`config.mk`:
```
export PLATFORM = sky130hd
export DESIGN_NAME = prog_sequencer
export DESIGN_NICKNAME = d
export VERILOG_FILES = /design/src/rtl/prog_sequencer.sv
export SDC_FILE = /design/constraint.sdc
export NUM_CORES = 1
export LEC_CHECK = 0
export BUFFER_PORTS_ARGS = -buffer_cell sky130_fd_sc_hd__buf_2
export CAP_MARGIN = 20
export CORE_UTILIZATION = 50
export DETAILED_ROUTE_END_ITERATION = 10
export PLACE_DENSITY = 0.71
export SLEW_MARGIN = 20
export SYNTH_ARGS = -nofsm -noshare
export SYNTH_HDL_FRONTEND = slang
export SYNTH_SLANG_ARGS = --single-unit
```
`constraint.sdc`:
```
create_clock -name Clk -period 2.3 [get_ports Clk]
set_input_delay 0.115 -clock Clk [delete_from_list [all_inputs] [get_ports Clk]]
set_output_delay 0.115 -clock Clk [all_outputs]
set_load 0.1 [all_outputs]
```
`src/rtl/prog_sequencer.sv`:
```
// Run controller for the 9-bit ISA processor.
// Runs programs 0..NPROG-1 back to back. Each program gets a Start strobe,
// then the controller waits for the processor's halt flag (Ack). It records
// how long each run took and gives up on a program that runs too long.
module prog_sequencer #(
    parameter int NPROG     = 3,
    parameter int START_CYC = 2,
    parameter int TIMEOUT   = 4096,
    parameter int CW        = 16,
    localparam int SW       = (NPROG > 1) ? $clog2(NPROG) : 1
) (
    input  logic          Clk,
    input  logic          Reset,
    input  logic          Go,
    input  logic          Abort,
    input  logic          Ack,
    output logic          Start,
    output logic [SW-1:0] ProgSel,
    output logic          Busy,
    output logic          ProgDone,
    output logic [CW-1:0] RunCycles,
    output logic          Done,
    output logic          TimedOut
);

    // Counter widths are sized so each counter can hold its terminal value.
    localparam int STW = $clog2(START_CYC) + 1;
    localparam int TW  = $clog2(TIMEOUT) + 1;

    localparam logic [STW-1:0] START_LAST = STW'(START_CYC - 1);
    localparam logic [TW-1:0]  TO_LAST    = TW'(TIMEOUT - 1);
    localparam logic [SW-1:0]  SEL_LAST   = SW'(NPROG - 1);
    localparam logic [CW-1:0]  RUN_MAX    = {CW{1'b1}};

    typedef enum logic [2:0] {
        sIdle,
        sStart,
        sArm,
        sRun,
        sReport,
        sDone,
        sFault
    } stateT;

    stateT          stateReg;
    logic [STW-1:0] startCntReg;
    logic [TW-1:0]  toCntReg;
    logic [CW-1:0]  runCntReg;

    // State machine with registered outputs. Abort overrides everything
    // except reset. Exits from ARM/RUN are checked before the timeout, so an
    // Ack on the last allowed cycle still completes the program.
    always_ff @(posedge Clk or negedge Reset) begin
        if (!Reset) begin
            stateReg    <= sIdle;
            startCntReg <= '0;
            toCntReg    <= '0;
            runCntReg   <= '0;
            Start       <= 1'b0;
            ProgSel     <= '0;
            Busy        <= 1'b0;
            ProgDone    <= 1'b0;
            RunCycles   <= '0;
            Done        <= 1'b0;
            TimedOut    <= 1'b0;
        end else if (Abort) begin
            stateReg    <= sIdle;
            startCntReg <= '0;
            toCntReg    <= '0;
            runCntReg   <= '0;
            Start       <= 1'b0;
            ProgSel     <= '0;
            Busy        <= 1'b0;
            ProgDone    <= 1'b0;
            RunCycles   <= '0;
            Done        <= 1'b0;
            TimedOut    <= 1'b0;
        end else begin
            case (stateReg)
                sIdle, sDone, sFault: begin
                    // Go is only honoured while no sequence is in flight.
                    if (Go) begin
                        stateReg    <= sStart;
                        ProgSel     <= '0;
                        startCntReg <= '0;
                        toCntReg    <= '0;
                        Start       <= 1'b1;
                        Busy        <= 1'b1;
                        Done        <= 1'b0;
                        TimedOut    <= 1'b0;
                    end
                end
                sStart: begin
                    // Ack is ignored here; it may still be high from the last halt.
                    if (startCntReg == START_LAST) begin
                        stateReg <= sArm;
                        Start    <= 1'b0;
                        toCntReg <= '0;
                    end else begin
                        startCntReg <= startCntReg + STW'(1);
                    end
                end
                sArm: begin
                    // Wait for the previous program's halt flag to clear.
                    if (!Ack) begin
                        stateReg  <= sRun;
                        runCntReg <= '0;
                        toCntReg  <= toCntReg + TW'(1);
                    end else if (toCntReg == TO_LAST) begin
                        stateReg <= sFault;
                        Busy     <= 1'b0;
                        TimedOut <= 1'b1;
                    end else begin
                        toCntReg <= toCntReg + TW'(1);
                    end
                end
                sRun: begin
                    if (Ack) begin
                        stateReg  <= sReport;
                        RunCycles <= runCntReg;
                        ProgDone  <= 1'b1;
                    end else if (toCntReg == TO_LAST) begin
                        stateReg <= sFault;
                        Busy     <= 1'b0;
                        TimedOut <= 1'b1;
                    end else begin
                        toCntReg <= toCntReg + TW'(1);
                        if (runCntReg != RUN_MAX) begin
                            runCntReg <= runCntReg + CW'(1);
                        end
                    end
                end
                sReport: begin
                    ProgDone <= 1'b0;
                    if (ProgSel == SEL_LAST) begin
                        stateReg <= sDone;
                        Busy     <= 1'b0;
                        Done     <= 1'b1;
                    end else begin
                        stateReg    <= sStart;
                        ProgSel     <= ProgSel + SW'(1);
                        startCntReg <= '0;
                        toCntReg    <= '0;
                        Start       <= 1'b1;
                    end
                end
                default: begin
                    stateReg <= sIdle;
                    Start    <= 1'b0;
                    Busy     <= 1'b0;
                    ProgDone <= 1'b0;
                    Done     <= 1'b0;
                    TimedOut <= 1'b0;
                end
            endcase
        end
    end

endmodule

```
==> metrics.cfg <==
[yosys]
syn_inst=340
synth-seq-cells=57
syn_area_mm2=0.00321
synth_ff_type=dfrtp_1
yosys.area.top_type=dfrtp_1
syn-num-nets=350
ys_top_cells_by_area=dfrtp_1 44%, a22o_1 5.2%, o31ai_1 4.2%, nand2_1 3.2%, nor2_1 2.8%
ys_seq_area_share_pct=44.4
ys_types=59
syn_area_per_cell_um2=9.44
synth_edf_count=0
synth_top_area_share_pct=44.4
async_flop_share_pct=100
ys_warn_count=0

[drt]
ant_nets=0
wl_per_cell_um=17.0
drc=0
avgViaCountPerCell=6.39
drt_iter0_drc=193
vias=2990
drtPass1Iterations=5
wl_um=7970

[cts]
clock_path_buffers=2
cts_tree=done
numCtsBuffers=9
path_clk_slew_ns=0.07
clock_latency_ns=0.34
cts_num_sinks=57
cts-root-buf=clkbuf_8
htreeDepth=3

[placed_design]
place_congestion=0.909
preCtsSetupSlack_ns=-0.0150
dp_cells=447
dp_hpwl_um=5400
placed_area_mm2=0.00356
io_buffer_count=27

[timing]
fin_crit_sh_pct=100
worst_slack_ns=0.000719
fmax_ghz=0.435
setup-tns-final_ns=0
finalHoldViolCount=0
period_needed_ns=2.30
setup_violations=0
hold_ws_ns=0.137
skew_ns=0.00719
worst_slew_pin_slew_ns=0.597
rsz0062_at_grt=yes
relSlewSlack_pct=59.7
slew_violations=0

[floorplanning]
rows=28
die_x_um=82.1
core_area_mm2=0.00606
die_y_um=82.1
die-area_mm2=0.00675
io_pins=28
initial_core_util_pct=53.0

[run_status]
status=complete, no violations

[critical_path]
worstPathArrival_ns=2.54
crit_type=flip-flop to flip-flop
crit_path_cell_trace=buf_12 > mux2i_1 > o211a_1 > o41a_1 > or4_4 > o31ai_2
crit_fanout=14
setup.worst_path.start_class=flip-flop
max_stage_delay_ns=0.55
cp-end-kind=flip-flop
slowest_stage=or4_4
cp.required_ns=2.54

[finish]
layout_commonest_cell=dfrtp_1
area_growth_syn_to_layout_pct=20.8
n_antenna_cell=0
design_area_mm2=0.00388
layout_common_cells=54 x dfrtp_1, 27 x nand2_1, 27 x buf_2, 27 x buf_4, 24 x nor2_1
num-fill-cells=500
fin_cells=468
final_nets=398
drive_gt1_share_pct=23.7

[global_routing]
grt_usage_pct=24.6
antenna_found_initial=0
grt_overflow=0
grt_max_degree=33
grt_pass1_vias=2605
grt_pass1_wl_um=12400

[pwr]
vdd_ir_drop_max_v=0.000448
power.density_mw_per_mm2=642
p_leak_uw=0.00172

[min_path]
holdCritPathClass=input pin to async pin

[flow_run]
drv_cap=0

==> flip-flops by register name (all words and copies together), names as in the netlist, 2 cells and up <==
register,count
toCntReg,13
startCntReg,2
ProgSel,2
RunCycles,16
stateReg,3
runCntReg,16
==> per-stage QoR <==
step	util (%)	total power, uW
final	64.0	2490
after detailed placement	58.7	1440
after global placement	58.7	1430
after CTS	62.6	2480
after global routing	64.0	2590
after floorplan	-	1330
==> synth_stat cells (7+ instances only) <==
library cell,n
dfrtp_1,57
nor2_1,24
clkbuf_1,14
o21ai_0,16
nand3_1,15
nand4_1,9
a21oi_1,11
nand2_1,27
o31ai_1,18
a31oi_1,7
a22o_1,19
o211ai_1,8
nor3_1,9
or3_1,7
inv_1,9
==> worst max-delay path: cells and delay by family (launching register included) <==
family / cells / cell delay [ns]
buffers and inverters: 1 / 0.16
muxes: 1 / 0.12
DFF: 1 / 0.44
and+or+nand+nor: 1 / 0.55
AOI/OAI and AO/OA: 3 / 0.93
==> logic make-up after synthesis <==
family / share of synthesized area [%]
fa+ha+maj: 2.18
xor+xnor: 0.546
compound gates: 24.9
simple gates: 21.5
flops: 44.4
mux: 2.34
buf+inv: 4.13
==> power by group <==
part	internal (uW)	switching [uW]	total [uW]
Sequential	1020	13.1	1030
Clock	638	410	1050
Combinational	134	275	409
Total	1790	698	2490
==> layout make-up <==
class                           count  area (um2)  share of cell area, %
Clock inverter                      5        78.8                   2.03
Sequential cell                    57        1430                   36.9
Multi-Input combinational cell    251        1690                   43.7
Inverter                           12        45.0                   1.16
Timing Repair Buffer               57         393                   10.1
Tap cell                           75        93.8                   2.42
Clock buffer                       11         141                   3.65
==> path summary, 6_finish.rpt <==
kind	from	slack [ns]	endpoint	cells past startpoint
worst max-delay path	stateReg[2]$_DFFE_PN0P_	0.0007	toCntReg[3]$_DFFE_PN0P_	6
worst min-delay path	Reset	0.14	toCntReg[7]$_DFFE_PN0P_	2
worst max register to register	stateReg[2]$_DFFE_PN0P_	0.0007	toCntReg[3]$_DFFE_PN0P_	6
worst min register to register	RunCycles[3]$_DFFE_PN0P_	0.50	RunCycles[3]$_DFFE_PN0P_	1
max in group asynchronous	Reset	1.54	runCntReg[1]$_DFFE_PN0P_	3
min in group Clk	Abort	0.15	ProgDone$_DFFE_PN0P_	2
==> metal layers <==
layer	vias up	track usage [%]	wire, um
li1	1411	-	-
met1	1455	35.1	3750
met2	112	36.9	3710
met3	12	4.07	415
met4	0	10.4	99
met5	-	0	0
==> timing repair <==
item,in CTS,in global routing
gates resized for setup,1,8
hold endpoints to repair,57,0
endpoints found under the setup margin,1,8
setup buffers,0,3
hold buffers,1,0
cloned,0,1
No activity file was read; power rests on OpenSTA's default activity.
